[src/rtl/decode_issue.sv]
// rtl/decode_issue.sv - decode, operand read, busy scoreboard and single-entry issue register.
// Optional same-cycle writeback forwarding is selected by defining WB_BYPASS_EN.
module decode_issue (
    input  logic        clock,
    input  logic        reset_n,
    input  logic        in_valid,
    input  logic [31:0] in_instr,
    output logic        in_ready,
    output logic        out_valid,
    input  logic        out_ready,
    output logic [5:0]  out_opc,
    output logic [31:0] out_a,
    output logic [31:0] out_b,
    output logic [31:0] out_st_data,
    output logic [4:0]  out_rd,
    output logic        out_wr,
    output logic        out_illegal,
    input  logic        wb_en,
    input  logic [4:0]  wb_addr,
    input  logic [31:0] wb_data
);
    localparam logic [5:0] OP_NOP   = 6'd0;
    localparam logic [5:0] OP_STORE = 6'd3;
    localparam logic [5:0] OP_LOAD  = 6'd4;
    localparam logic [5:0] OP_MOVEI = 6'd16;
    localparam logic [5:0] OP_SLI   = 6'd17;
    localparam logic [5:0] OP_SRI   = 6'd18;
    localparam logic [5:0] OP_ADDI  = 6'd19;
    localparam logic [5:0] OP_SUBI  = 6'd20;
    localparam logic [5:0] OP_JUMP  = 6'd21;
    localparam logic [5:0] OP_BRA   = 6'd22;

    logic [31:0] regs_q [32];
    logic [31:0] regs_d [32];
    logic [31:0] busy_q, busy_d;
    logic        valid_q, valid_d;
    logic [5:0]  opc_q, opc_d;
    logic [31:0] a_q, a_d, b_q, b_d, st_q, st_d;
    logic [4:0]  rd_q, rd_d;
    logic        wr_q, wr_d, ill_q, ill_d;

    logic [5:0]  opc;
    logic [4:0]  rd, ra, rb;
    logic [15:0] imm;
    logic [31:0] imm_sext;
    logic        wb_hit_rd, wb_hit_ra, wb_hit_rb;
    logic [31:0] rd_val, ra_val, rb_val;
    logic        haz_rd, haz_ra, haz_rb, dst_haz;
    logic        use_rd, use_ra, use_rb;
    logic        dec_wr, dec_ill, hazard, accept;
    logic [5:0]  dec_opc;
    logic [31:0] dec_a, dec_b, dec_st;

    assign opc      = in_instr[31:26];
    assign rd       = in_instr[25:21];
    assign ra       = in_instr[20:16];
    assign rb       = in_instr[15:11];
    assign imm      = in_instr[15:0];
    assign imm_sext = {{16{imm[15]}}, imm};

    assign wb_hit_rd = wb_en && (wb_addr == rd) && (rd != 5'd0);
    assign wb_hit_ra = wb_en && (wb_addr == ra) && (ra != 5'd0);
    assign wb_hit_rb = wb_en && (wb_addr == rb) && (rb != 5'd0);

`ifdef WB_BYPASS_EN
    // A register being written back this cycle is forwarded and no longer counts as busy.
    assign rd_val  = wb_hit_rd ? wb_data : regs_q[rd];
    assign ra_val  = wb_hit_ra ? wb_data : regs_q[ra];
    assign rb_val  = wb_hit_rb ? wb_data : regs_q[rb];
    assign haz_rd  = busy_q[rd] && !wb_hit_rd;
    assign haz_ra  = busy_q[ra] && !wb_hit_ra;
    assign haz_rb  = busy_q[rb] && !wb_hit_rb;
    assign dst_haz = busy_q[rd];
`else
    // Without forwarding, a source being written this cycle stalls one cycle and reads the file next.
    assign rd_val  = regs_q[rd];
    assign ra_val  = regs_q[ra];
    assign rb_val  = regs_q[rb];
    assign haz_rd  = busy_q[rd] || wb_hit_rd;
    assign haz_ra  = busy_q[ra] || wb_hit_ra;
    assign haz_rb  = busy_q[rb] || wb_hit_rb;
    assign dst_haz = haz_rd;
`endif

    always_comb begin
        dec_opc = opc;
        dec_a   = '0;
        dec_b   = '0;
        dec_st  = '0;
        dec_ill = 1'b0;
        use_rd  = 1'b0;
        use_ra  = 1'b0;
        use_rb  = 1'b0;
        case (opc)
            6'd1, 6'd2, 6'd5, 6'd6, 6'd7, 6'd8, 6'd9, 6'd10, 6'd11,
            6'd12, 6'd13, 6'd14, 6'd15, 6'd23, 6'd24: begin
                use_ra = 1'b1;
                use_rb = 1'b1;
                dec_a  = ra_val;
                dec_b  = rb_val;
            end
            OP_ADDI, OP_SUBI, OP_LOAD, OP_JUMP, OP_BRA: begin
                use_ra = 1'b1;
                dec_a  = ra_val;
                dec_b  = imm_sext;
            end
            OP_SLI, OP_SRI: begin
                use_ra = 1'b1;
                dec_a  = ra_val;
                dec_b  = {27'd0, imm[4:0]};
            end
            OP_MOVEI: dec_a = imm_sext;
            OP_STORE: begin
                use_rd = 1'b1;
                use_ra = 1'b1;
                dec_a  = rd_val;
                dec_b  = imm_sext;
                dec_st = ra_val;
            end
            OP_NOP: ;
            default: begin
                dec_opc = OP_NOP;
                dec_ill = 1'b1;
            end
        endcase
        dec_wr = !dec_ill && (rd != 5'd0) && (opc != OP_NOP) && (opc != OP_STORE)
                 && (opc != OP_JUMP) && (opc != OP_BRA);
    end

    assign hazard   = in_valid && ((use_rd && haz_rd) || (use_ra && haz_ra) ||
                                   (use_rb && haz_rb) || (dec_wr && dst_haz));
    assign in_ready = reset_n && (!valid_q || out_ready) && !hazard;
    assign accept   = in_valid && in_ready;

    always_comb begin
        regs_d = regs_q;
        if (wb_en && (wb_addr != 5'd0)) regs_d[wb_addr] = wb_data;
        // Clear first so a same-address accept in this cycle leaves the bit set.
        busy_d = busy_q;
        if (wb_en) busy_d[wb_addr] = 1'b0;
        if (accept && dec_wr) busy_d[rd] = 1'b1;

        valid_d = valid_q;
        opc_d   = opc_q;
        a_d     = a_q;
        b_d     = b_q;
        st_d    = st_q;
        rd_d    = rd_q;
        wr_d    = wr_q;
        ill_d   = ill_q;
        if (accept) begin
            valid_d = 1'b1;
            opc_d   = dec_opc;
            a_d     = dec_a;
            b_d     = dec_b;
            st_d    = dec_st;
            rd_d    = rd;
            wr_d    = dec_wr;
            ill_d   = dec_ill;
        end else if (out_ready) begin
            valid_d = 1'b0;
        end
    end

    always_ff @(posedge clock or negedge reset_n) begin
        if (!reset_n) begin
            for (int i = 0; i < 32; i++) regs_q[i] <= '0;
            busy_q  <= '0;
            valid_q <= 1'b0;
            opc_q   <= '0;
            a_q     <= '0;
            b_q     <= '0;
            st_q    <= '0;
            rd_q    <= '0;
            wr_q    <= 1'b0;
            ill_q   <= 1'b0;
        end else begin
            regs_q  <= regs_d;
            busy_q  <= busy_d;
            valid_q <= valid_d;
            opc_q   <= opc_d;
            a_q     <= a_d;
            b_q     <= b_d;
            st_q    <= st_d;
            rd_q    <= rd_d;
            wr_q    <= wr_d;
            ill_q   <= ill_d;
        end
    end

    assign out_valid   = valid_q;
    assign out_opc     = opc_q;
    assign out_a       = a_q;
    assign out_b       = b_q;
    assign out_st_data = st_q;
    assign out_rd      = rd_q;
    assign out_wr      = wr_q;
    assign out_illegal = valid_q && ill_q;
endmodule

[config.mk]
export PLATFORM = sky130hd
export DESIGN_NAME = decode_issue
export DESIGN_NICKNAME = d
export VERILOG_FILES = /design/src/rtl/decode_issue.sv
export SDC_FILE = /design/constraint.sdc
export NUM_CORES = 2
export LEC_CHECK = 0
export CAP_MARGIN = 30
export CORE_MARGIN = 5
export CORE_UTILIZATION = 30
export CTS_CLUSTER_SIZE = 8
export DETAILED_ROUTE_END_ITERATION = 16
export PLACE_DENSITY = 0.43
export SLEW_MARGIN = 20
export SYNTH_ARGS = -nofsm -noshare
export SYNTH_HDL_FRONTEND = slang
export SYNTH_SLANG_ARGS = --single-unit
[constraint.sdc]
create_clock -name clock -period 2.9 [get_ports clock]
set_input_delay 0.58 -clock clock [delete_from_list [all_inputs] [get_ports clock]]
set_output_delay 0.58 -clock clock [all_outputs]
set_load 0.02 [all_outputs]
After elaboration in Yosys (flattened, before gate mapping)
Index checks and enable logic that the tools add are counted.

storage, ports and cells
  output and inout port bits = 111
  register bits after elaboration = 1166
  input port bits = 74

operators by class
  mux-type cells = 34
  bitwise operators = 7
  reductions and logical operators = 47
  order comparisons = 11
  equality and inequality tests = 30

operators by type and width
  kind                                                      number
  bitwise mux 1024 bit                                      1
  binary-select mux 32 bit (select 5 bit)                   3
  two-way mux 32 bit                                        10
  case mux 32 bit (3 select lines)                          2
  demux 32 bit (select 5 bit)                               1
  == test 6 x 5 -> 1 bit, second input constant             9
  == test 6 x 4 -> 1 bit, second input constant             8
  AND 32 bit                                                1
  inverter 32 bit                                           1
  OR 32 bit                                                 1
  logical AND 1 bit                                         25
  OR reduction 25 bit                                       1
  == test 6 x 3 -> 1 bit, second input constant             4
  greater-or-equal comparator 6 bit, second input constant  4
  < comparator 5 x 6 -> 1 bit, second input constant        4
  inverter 5 -> 6 bit                                       4
  OR reduction 23 bit                                       1
  OR reduction 22 bit                                       1
  nonzero test 5 bit                                        4
  binary-select mux 1 bit (select 5 bit)                    3
  == test 5 bit                                             3
  OR reduction 15 bit                                       1
  == test 6 x 2 -> 1 bit, second input constant             2
  inequality test 6 x 5 -> 1 bit, second input constant     2
  other kinds (14)                                          33

Logic depth before layout (Yosys ltp)
  depth after elaboration = 15
  gate-level depth with buffers = 13

Worst setup path before layout
OpenSTA, ideal clock, no wires.

  kind = input -> register
  start = input in_instr[17]
  end = register a_q[23] (netlist: out_a[23])
  buffers on the path = 4
  setup time = 0.125 ns
  arrival time = 2.979 ns
  path slack = -0.204 ns
  cell stages on the path = 9
  path through = buf_2 buf_2 clkbuf_1 clkbuf_1 mux4_2 mux4_2 mux2i_1 o21ai_0 mux2_4

on the way
  cells in the longest elaborated chain, start to end = 12
  elaborated cells on any way between the ends = 20
  classes of those cells = eq/ne (1); mux (6); bitwise (1); reduce/logical (12)

RTL lines
  item                                                                                             RTL line  source
  from (decl)                                                                                      7         input logic [31:0] in_instr,
  parallel branches: the longest is 12 deep, another holds binary-select mux 1 bit (select 5 bit)  n/a
  to (signal assigned)                                                                             171       a_q <= '0;
  to (signal assigned)                                                                             182       a_q <= a_d;
  to (decl)                                                                                        38        logic [31:0] a_q, a_d, b_q, b_d, st_q, st_d;

Several ways; the timed one is not identified. The select of a mux whose other input is x is not followed.
A chain may end at the register's enable or synchronous reset.

Worst setup path after layout
  start = register busy_q[25]
  end = output in_ready

on the way
  cells in the longest elaborated chain, start to end = 10
  elaborated cells on any way between the ends = 19
  classes of those cells = mux (6); reduce/logical (13)

RTL lines
  item                                                              RTL line  source
  from (decl)                                                       35        logic [31:0] busy_q, busy_d;
  from (signal assigned)                                            179       busy_q <= busy_d;
  binary-select mux 1 bit (select 5 bit), on equally long branches  79, 80
  two-way mux 1 bit, on equally long branches                       79, 80
  logical OR 1 bit, on equally long branches                        79, 80
  logical AND 1 bit                                                 130       assign hazard = in_valid && ((use_rd && haz_rd) || (use_ra && haz_ra) ||
  logical OR 1 bit (2 in a row)                                     130
  logical OR 1 bit (*)                                              131       (use_rb && haz_rb) || (dec_wr && dst_haz));
  logical AND 1 bit (*)                                             130
  zero test 1 bit (*)                                               132       assign in_ready = reset_n && (!valid_q || out_ready) && !hazard;
  logical AND 1 bit (*)                                             132
  to (decl)                                                         8         output logic in_ready,

Every way passes the cells marked *; elsewhere a longest branch is shown, timed or not. The select of a mux whose other input is x is not followed.

==> results.toml <==
[synth]
syn_area_um2 = 69000
ys_async_sr_fraction_pct = 100
ys.flop_type = "dfrtp_1"
ys_seq_area_share_pct = 42.3
post_synth.cell_area_avg_um2 = 15.1
syn_nets = 4649
yosys.area.top_type_share_pct = 42.3
ys_types = 54
synth_edf_count = 0
synthTopCellsByArea = "dfrtp_1 (42%), mux4_2 (27%), mux2_2 (17%), mux2i_1 (2.7%), clkbuf_1 (2.0%)"
synthCells = 4575
ys_ff_latch = 1166
ys_warn_count = 0
yosys.area.top_type = "dfrtp_1"

[clock_network]
htree_levels = 4
cts_tree = "built"
cts_made_buffers = 166
cts.clk_slew.worst_paths_ns = 0.05
cts_buffer_depth = 3
cts_sinks = 1166
clock_latency_ns = 0.82
cts_root_buf = "clkbuf_16"

[timing]
setup_ws_ns = -0.577
final-hold-violation-count = 0
fmax_ghz = 0.288
setup_viol = 1
period_minus_slack_ns = 3.48
fin_skew_ns = 0.0596
rsz0062_at_grt = "true"
slew_headroom_pct = 34.9
worstMarginPinSlew_ns = 0.976
tns_ns = -0.577
drv_slew = 0
period_share_pct = 120

[setup_path]
r2r-start = "busy_q[25]"
timing.critical_path.arrival_ns = 2.90
path_max_fanout = 4
slowest_stage = "mux4_2"
cp-start-kind = "flip-flop"
r2r_slack_ns = 0.06
cpLargestDelayFamily = "multiplexers"
worst_r2r_path_depth = 10
endpoint_kind = "output pin"
max_stage_delay_ns = 0.48
crit_buf_inv = 1
crit_chain = "mux4_2 > mux2_4 > nand3_2 > nand4_1 > o22ai_2 > nand3_2 > a21oi_2 > buf_6"
critPathKind = "reg -> out"
critPathRequiredTime_ns = 2.32
r2r-end = "out_st_data[24]"
crit_top_cell = "nand3_2"

[floorplanning]
fp.dieArea_um2 = 240000
start_util_pct = 30.1
fp.dieW_um = 489
pin_count = 185
row_count = 176
die_height_um = 489
core_region_area_um2 = 229000

[layout]
layout_common_cells = "dfrtp_1 (1166), mux2_2 (1024), mux4_2 (825)"
nFillCells = 21721
final_common_cell = "dfrtp_1"
drive_above_1_share_pct = 55.5
final_nets = 5043
syn_to_final_growth_pct = 21.3

[route]
ant_nets = 0
routed_wl_um = 283000
drc = 0
wl_per_cell_um = 35.3
wl_met3_um = 18700
first_pass_iters = 7
wl_met1_um = 127000
dr_wl_met2_um = 129000
top_layer_used = "met5"
vias = 47345
viasPerCell = 5.90
drt_iter0_drc = 4273

[power_and_ir_drop]
powerDensity_nw_per_um2 = 638
internal_power_w = 0.0376
pwr-share-clk_pct = 34.1
p_comb_share_pct = 24.7
switching_share_pct = 29.5
seq_power_share_pct = 41.3
ir_worst_vdd_uv = 420
leakage_nw = 34.9
switching_power_w = 0.0157

[global_routing]
track_usage_pct = 23.5
grt_pass1_wl_um = 400000
antenna_found_initial = 10
grt_pass1_vias = 49086
gr-total-overflow = 0
grt_max_degree = 151

[place]
numPortBuffers = 184
dp_hpwl_um = 181000
gp_congestion = 0.814
dp_worst_setup_slack_ns = -0.821

[flow_run]
maxCapViolations = 0

[status]
violations = "setup timing"
status = "finished with violations"

[min_path]
hold_class = "in -> async"
## registers in the layout, summed over array words and instances, names as in the netlist
signal / count
busy_q: 32
ill_q: 1
out_a: 32
out_b: 32
out_opc: 6
out_rd: 5
out_st_data: 32
out_valid: 1
out_wr: 1
regs_q: 1024
## power groups by stage
| stage | clock network [W] | registers [W] | logic (W) |
|---|---|---|---|
| 6_report | 0.0182 | 0.0220 | 0.0132 |
| 5_1_grt | 0.0193 | 0.0224 | 0.0140 |
| 4_1_cts | 0.0187 | 0.0219 | 0.0132 |
| 3_5_place_dp | 0 | 0.0222 | 0.0132 |
| 3_3_place_gp | 0 | 0.0220 | 0.0131 |
| 2_1_floorplan | 0 | 0.0215 | 0.00880 |
## worst max-delay path by stage
stage                  from         to  cells past startpoint
2_1_floorplan  in_instr[21]  out_a[12]                     10
3_3_place_gp   in_instr[28]   in_ready                     10
3_5_place_dp   in_instr[28]   in_ready                     10
4_1_cts          busy_q[31]   in_ready                      8
5_1_grt          busy_q[27]   in_ready                      8
6_report         busy_q[25]   in_ready                      8
## cells by family after synthesis
| family | count (synthesis) | share of synthesized area [%] |
|---|---|---|
| simple gates | 274 | 1.98 |
| compound gates | 459 | 4.24 |
| xor+xnor | 13 | 0.165 |
| mux | 2107 | 47.9 |
| buf+inv | 556 | 3.38 |
| flops | 1166 | 42.3 |
## per-layer routing
metal	GRT usage, %	vias to the layer above
li1	-	18942
met1	33.8	26222
met2	36.6	1788
met3	4.29	387
met4	6.42	6
met5	0	-
## cells in the mapped netlist (all sizes together), types with 9 or more instances
cell type,count
a21oi,96
a221oi,50
a22oi,137
buf,182
clkbuf,360
dfrtp,1166
inv,14
mux2,1097
mux2i,185
mux4,825
nand2,59
nand2b,11
nand3,44
nand4,32
nor2,79
nor3,9
o21ai,146
## repair_timing
item,CTS,global route
setup endpoints to repair,1,42
pin swaps,4,8
endpoints found under the hold margin,81,0
gates resized for setup,15,15
setup buffers,2,1
hold buffers,1,0
## metrics by stage
stage | hold slack [ns] | cells | total power [W] | utilization, % | area (µm²)
finish | 0.225 | 8024 | 0.0534 | 36.4 | 83600
global placement | 0.396 | 7822 | 0.0351 | 34.4 | 78900
detailed placement | 0.404 | 7822 | 0.0353 | 34.4 | 78900
CTS | 0.154 | 8020 | 0.0539 | 36.4 | 83500
floorplan | 0.284 | 4575 | 0.0303 | - | 69100
global route | 0.209 | 8023 | 0.0557 | 36.4 | 83600
## worst register-to-register path, cell delays in order (launching register included)
cell and delay (ns):
dfrtp_1 0.43, mux4_2 0.49, mux2_4 0.29, nand3_2 0.09, nand4_1 0.13, o22ai_2 0.23
buf_4 0.15, nand4_4 0.11, buf_12 0.22, buf_4 0.27, mux2_4 0.30
## cell type report
cell class / count / area, µm² / share of cell area [%]
multi-input combinational: 2853 / 37900 / 45.3
sequential: 1166 / 29200 / 34.9
timing repair buffer: 768 / 8170 / 9.76
clock buffer: 181 / 4310 / 5.16
tap: 3026 / 3790 / 4.53
clock inverter: 14 / 236 / 0.283
inverter: 14 / 53.8 / 0.0643
antenna: 2 / 5.00 / 0.00598
Note: power is estimated with default switching activity, not from simulation.
